<file path="src/rtl/alu_arb.sv">
// Two-requester arbiter sharing one combinational ALU; fixed priority, or round-robin with ALU_ARB_RR_EN.
// Latency: granted in cycle N, result and rvalid visible in cycle N+1; one ALU op per cycle in aggregate.
// Backpressure: a full result slot blocks its requester's grant unless rready drains it in the same cycle.
module alu_arb #(
    parameter int DW = 32,
    parameter int CW = 4
) (
    input  logic          clk,
    input  logic          rst,

    input  logic          r0_valid,
    output logic          r0_ready,
    input  logic [DW-1:0] r0_a,
    input  logic [DW-1:0] r0_b,
    input  logic [CW-1:0] r0_ctr,
    output logic          r0_rvalid,
    input  logic          r0_rready,
    output logic [DW-1:0] r0_y,
    output logic          r0_zero,
    output logic          r0_less,

    input  logic          r1_valid,
    output logic          r1_ready,
    input  logic [DW-1:0] r1_a,
    input  logic [DW-1:0] r1_b,
    input  logic [CW-1:0] r1_ctr,
    output logic          r1_rvalid,
    input  logic          r1_rready,
    output logic [DW-1:0] r1_y,
    output logic          r1_zero,
    output logic          r1_less,

    output logic [DW-1:0] alu_a,
    output logic [DW-1:0] alu_b,
    output logic [CW-1:0] alu_ctr,
    input  logic [DW-1:0] alu_y,
    input  logic          alu_zero,
    input  logic          alu_less
);

    logic elig0;
    logic elig1;
    logic pick0;
    logic last_grant;

    // Requests seen while reset is asserted are never granted.
    assign elig0 = !rst && r0_valid && (!r0_rvalid || r0_rready);
    assign elig1 = !rst && r1_valid && (!r1_rvalid || r1_rready);

`ifdef ALU_ARB_RR_EN
    assign pick0 = last_grant;
`else
    // Fixed priority: last_grant is still tracked so both builds share the same state.
    assign pick0 = last_grant | 1'b1;
`endif

    assign r0_ready = elig0 && (!elig1 || pick0);
    assign r1_ready = elig1 && !r0_ready;

    always_comb begin
        alu_a   = '0;
        alu_b   = '0;
        alu_ctr = '0;
        if (r0_ready) begin
            alu_a   = r0_a;
            alu_b   = r0_b;
            alu_ctr = r0_ctr;
        end else if (r1_ready) begin
            alu_a   = r1_a;
            alu_b   = r1_b;
            alu_ctr = r1_ctr;
        end
    end

    always_ff @(posedge clk) begin
        if (rst) begin
            last_grant <= 1'b1;
        end else if (r0_ready) begin
            last_grant <= 1'b0;
        end else if (r1_ready) begin
            last_grant <= 1'b1;
        end
    end

    // A grant wins over a drain, so a same-cycle drain+refill keeps rvalid high.
    always_ff @(posedge clk) begin
        if (rst) begin
            r0_rvalid <= 1'b0;
            r0_y      <= '0;
            r0_zero   <= 1'b0;
            r0_less   <= 1'b0;
        end else if (r0_ready) begin
            r0_rvalid <= 1'b1;
            r0_y      <= alu_y;
            r0_zero   <= alu_zero;
            r0_less   <= alu_less;
        end else if (r0_rvalid && r0_rready) begin
            r0_rvalid <= 1'b0;
        end
    end

    always_ff @(posedge clk) begin
        if (rst) begin
            r1_rvalid <= 1'b0;
            r1_y      <= '0;
            r1_zero   <= 1'b0;
            r1_less   <= 1'b0;
        end else if (r1_ready) begin
            r1_rvalid <= 1'b1;
            r1_y      <= alu_y;
            r1_zero   <= alu_zero;
            r1_less   <= alu_less;
        end else if (r1_rvalid && r1_rready) begin
            r1_rvalid <= 1'b0;
        end
    end

endmodule

</file>
<file path="config.mk">
export PLATFORM = sky130hd
export DESIGN_NAME = alu_arb
export DESIGN_NICKNAME = d
export VERILOG_FILES = /design/src/rtl/alu_arb.sv
export SDC_FILE = /design/constraint.sdc
export NUM_CORES = 1
export LEC_CHECK = 0
export BUFFER_PORTS_ARGS = -buffer_cell sky130_fd_sc_hd__buf_2
export CAP_MARGIN = 10
export CORE_ASPECT_RATIO = 0.5
export CORE_MARGIN = 1.5
export CORE_UTILIZATION = 30
export CTS_BUF_LIST = sky130_fd_sc_hd__clkbuf_16
export CTS_CLUSTER_DIAMETER = 150
export CTS_CLUSTER_SIZE = 10
export DETAILED_ROUTE_END_ITERATION = 10
export PLACE_DENSITY = 0.68
export SYNTH_ARGS = -nofsm -noshare
export SYNTH_HDL_FRONTEND = slang
export SYNTH_SLANG_ARGS = --single-unit
</file>
<file path="constraint.sdc">
create_clock -name clk -period 1.9 [get_ports clk]
set_clock_uncertainty 0.05 [all_clocks]
set_input_delay 0.19 -clock clk [delete_from_list [all_inputs] [get_ports clk]]
set_output_delay 0.19 -clock clk [all_outputs]
set_load 0.01 [all_outputs]
</file>
Yosys cells after proc, flatten, opt, wreduce, memory -nomap -nowiden --
Cells that the tools add are included.
Storage, ports and cells: word-level logic and storage cells 33, bits in latches 0, register bits 70, memory bits (read-only) 0, memories kept 0, memory bits (writable) 0, output and inout bits 140, bits of input ports 176
Cells by class: reduce and logical (&&, ||, !) cells 15, div/mod/pow operators 0, $mul 0, equal/unequal tests 0, $lt $le $gt $ge 0, $add $sub $neg 0, bitwise logic cells 0, muxes and demuxes 10, shift operators 0
Operators with widths (count):
- 32-bit 2-to-1 mux | 4
- 4-bit 2-to-1 mux | 2
- 1-bit logical AND | 7
- 1-bit zero test | 4
- 1-bit 2-to-1 mux | 4
- 2-bit nonzero test | 2
- 1-bit logical OR | 2

Longest topological paths before layout --
word-level depth 7, gate-level depth with buffers 7, depth with buffers taken out 4

Least setup slack after synthesis --
No wires, ideal clock.
path type reg2out, from reg r0_rvalid, to out alu_b[15], cell stages (with the launch flop) 8, data required time 1.660 ns, arrival 1.349 ns, buffers on the path 3, slack 0.311 ns, cell sequence dfxtp_1 -> nor2b_2 -> o2111ai_1 -> buf_4 -> inv_2 -> buf_6 -> buf_6 -> a22o_1
On the way: cells in the longest elaborated chain, start to end 7
RTL lines:
- start, declared | line 16 | output logic r0_rvalid,
- start signal, assigned | line 88 | r0_rvalid <= 1'b0;
- start signal, assigned | line 93 | r0_rvalid <= 1'b1;
- start signal, assigned | line 98 | r0_rvalid <= 1'b0;
- 1-bit zero test (*) | line 47 | assign elig0 = !rst && r0_valid && (!r0_rvalid || r0_rready);
- 1-bit logical OR (*) | line 47
- 1-bit logical AND (*) | line 47
- 1-bit zero test | line 58 | assign r1_ready = elig1 && !r0_ready;
- 1-bit logical AND | line 58
- 32-bit 2-to-1 mux | line 68 | end else if (r1_ready) begin
- 32-bit 2-to-1 mux (*) | line 64 | if (r0_ready) begin
- end, declared | line 34 | output logic [DW-1:0] alu_b,
Mark *: on every way between the ends. The rest lies on a longest branch, timed or not.

Worst setup path in the final report --
from reg r0_rvalid, to out alu_b[29]
The elaborated chain is that of the path after synthesis.

==> reports/metrics.csv <==
stage,metric,value,unit
synthesis,net count of the mapped netlist,510,
synthesis,cell count after synthesis,334,
synthesis,asr flop ratio synth,0,%
layout,synth-to-layout area growth,64.3,%
routing,Final ANT Viol Nets,0,
routing,routed wire length,13.9,mm
critical_path,delay of the slowest critical-path stage,0.32,ns
power_and_ir_drop,total leakage power,3.14,nW
global_route,final global-route overflow total,0,
synthesis,Synth Area per Inst,9.98,sq um
critical_path,Critical Path Sink Type,primary output,
global_route,number of global-route vias before repair,3575,
synthesis,number of synthesized register bits,70,
routing,DRC viols,0,
synthesis,Commonest cells post-synth,"dfxtp_1, a22o_1, mux2i_1, nand2_1, nor2b_1",
synthesis,Post-synth top flop,dfxtp_1,
critical_path,critical-path cell list,nor2b_4 -> o2111ai_4 -> clkinv_4 -> buf_12 -> a22o_1 -> buf_2,
synthesis,cell types with the largest area share after synthesis,"dfxtp_1, a22o_1, mux2i_1",
floorplan,die footprint,0.0118,sq mm
synthesis,xor and xnor fraction of the mapped netlist area,0,%
layout,proportion of layout cells with a drive suffix above 1,54.7,%
synthesis,Adder-Cell Fraction of Synth Area,0,%
place,Place WS,0.224,ns
synthesis,sequential area share after synthesis,42.0,%
clock_tree,"Reg clk slew, reported paths",0.06,ns
clock_tree,Num CTS Buffers,9,
routing,Detailed Routing Iterations Pass 1,4,
critical_path,CP max stage cell,dfxtp_2,
global_route,number of antenna violations at the first check in global routing,0,
layout,area occupied by registers,0.00140,sq mm
synthesis,synthesized-area fraction occupied by and/or/nand/nor cells,10.6,%
floorplan,placeable core region,0.0105,sq mm
synthesis,most frequent cell after synthesis,dfxtp_1,
critical_path,Worst R2R Start,r0_rvalid,
sta,final period utilization,103,%
critical_path,required time of the critical path,1.66,ns
critical_path,worst setup path start,r0_rvalid,
place,number of buffer cells added on primary ports,315,
clock_tree,Max H-tree Level,3,
layout,fin nets,822,
clock_tree,clock latency reported for the late side of the worst-skew pair,0.32,ns
sta,final total negative setup slack,-0.835,ns
min_path,Hold Crit Start,alu_y[1],
routing,number of vias per cell after detailed routing,4.82,
floorplan,number of placement rows,26,
floorplan,Vert. Die Dim,77.5,um
synthesis,count of flip-flops with a built-in enable after synthesis,0,
run_status,result of the run,"finished, violations left",
run_status,violated checks,setup timing,
synthesis,mapped cell area,0.00333,sq mm
global_route,global-route wire length before repair,20.4,mm
layout,count of antenna diodes in the layout,0,
critical_path,category of the most critical setup path,flip-flop to primary output,
sta,transition time at the pin with the least slew margin,0.439,ns
power_and_ir_drop,power density of the placed cells,773,mW/mm^2
sta,setup repair after global routing missed its margin,true,
clock_tree,CTS Root Cell,clkbuf_16,
floorplan,Die W,152,um
synthesis,Yosys top cell area share,42.0,%
sta,final hold violation count,0,
min_path,Hold/Removal Path Class,input port to flip-flop,
place,HPWL after DPL,10.8,mm
clock_tree,clock tree from TritonCTS,built,
global_route,Total Routing Usage GR,22.1,%
sta,Peak Freq,0.513,GHz
synthesis,combinational family with the most area after synthesis,multiplexers,
synthesis,Synth Area in Compound Gates,18.3,%
critical_path,Critical Path AT,1.71,ns
sta,"Worst Setup Slack, final",-0.0489,ns
clock_tree,# clock sinks,70,
sta,count of final setup violators,65,
layout,filler instances,996,
floorplan,initial cell density of the core,31.7,%
sta,number of pins with negative max-slew slack in the final report,0,
clock_tree,maximum number of buffers from clock root to sink,2,
floorplan,top-level I/O count,316,
power_and_ir_drop,Worst VDD drop,0.472,mV
routing,detail-routed net length per standard cell,17.6,um
synthesis,"Distinct cells, synth",19,
synthesis,synthesis warning total,0,
critical_path,category of the worst setup path launch point,flip-flop,
global_route,pin count of the biggest net entering global routing,67,
flow_run,Maximum Capacitance Violations,0,
routing,drt initial violations,250,
routing,DR vias,3809,
critical_path,crit path max fanout,26,
sta,Worst slew margin,70.7,%
synthesis,cell type with the largest total area after synthesis,dfxtp_1,
place,routability congestion estimate,0.786,
synthesis,multiplexer share of the synthesized area,21.4,%
layout,multi-input gate area in the final layout,0.00170,sq mm
sta,Tmin final,1.95,ns
-- worst max-delay path, delay by kind of cell (launching register included) --
| family | cells | cell delay [ns] |
|---|---|---|
| and+or+nand+nor | 1 | 0.14 |
| DFF | 1 | 0.32 |
| buffers and inverters | 3 | 0.49 |
| AOI/OAI and AO/OA | 2 | 0.43 |
-- cell type report --
cell class	count	share of cell area (%)
sequential	70	25.6
inverter	24	1.74
tap	140	3.20
clock buffer	9	4.11
clock inverter	7	1.46
multi-input combinational	211	31.1
timing repair buffer	330	32.8
-- final timing paths --
check	to	slack (ns)	cells after the start
worst max-delay path	alu_b[29]	-0.05	6
worst min-delay path	r1_y[1]	0.03	2
worst max register to register	r1_y[6]	0.26	5
worst min register to register	r0_y[13]	0.40	2
-- routing by layer --
metal	global-route usage (%)	share of wire, %	vias to the layer above
li1	-	-	1798
met1	26.9	40	1817
met2	38.9	51	176
met3	6.09	7.8	18
met4	5.44	1.3	0
met5	0	0	-
-- report_power, final --
| group | internal, mW | switching (mW) | total (mW) |
|---|---|---|---|
| Sequential | 1.57 | 0.0471 | 1.62 |
| Clock | 1.03 | 0.663 | 1.69 |
| Combinational | 0.463 | 0.455 | 0.919 |
| Total | 3.07 | 1.17 | 4.23 |
-- layout by cell type, fill, tap and decap left out --
master and count:
a21oi_1 1, a22o_1 68, buf_12 4, buf_16 1, buf_2 314, buf_4 7
buf_6 2, buf_8 1, bufinv_16 1, clkbuf_16 10, clkinv_4 3, clkinvlp_4 2
dfxtp_1 69, dfxtp_2 1, inv_1 21, inv_2 2, inv_6 2, mux2_1 23
mux2_2 3, mux2i_1 42, nand2_1 42, nand2b_1 1, nor2_1 2, nor2b_1 26
nor2b_4 1, nor3_4 1, o2111ai_4 1
-- timing repair --
| action | in CTS | in global routing |
|---|---|---|
| endpoints found under the setup margin | 68 | 68 |
| hold buffers | 0 | 0 |
| gates resized for setup | 6 | 7 |
| cloned | 1 | 2 |
| buffers inserted | 1 | 3 |
-- through the flow --
stage / util (%) / std cells / power, mW / hold slack [ns] / area (sq um)
after floorplan: - / 334 / 2.08 / 0.261 / 3330
after global placement: 48.1 / 768 / 2.52 / 0.360 / 5050
after detailed placement: 48.1 / 768 / 2.53 / 0.366 / 5050
after CTS: 51.5 / 786 / 4.26 / 0.0236 / 5410
after global routing: 52.1 / 791 / 4.44 / 0.0327 / 5480
final: 52.1 / 791 / 4.23 / 0.0343 / 5480
-- registers in the layout (all words and copies together) (netlist names) --
name / cells
r0_less: 1
r0_rvalid: 1
r0_y: 32
r0_zero: 1
r1_less: 1
r1_rvalid: 1
r1_y: 32
r1_zero: 1
-- logic make-up (layout without fill, tap and decap cells) --
kind of cell,Yosys count,count (layout)
simple gates,73,73
flops,70,70
mux,68,68
buf+inv,53,370
compound gates,70,70
Power figures use the tool's default switching activity.
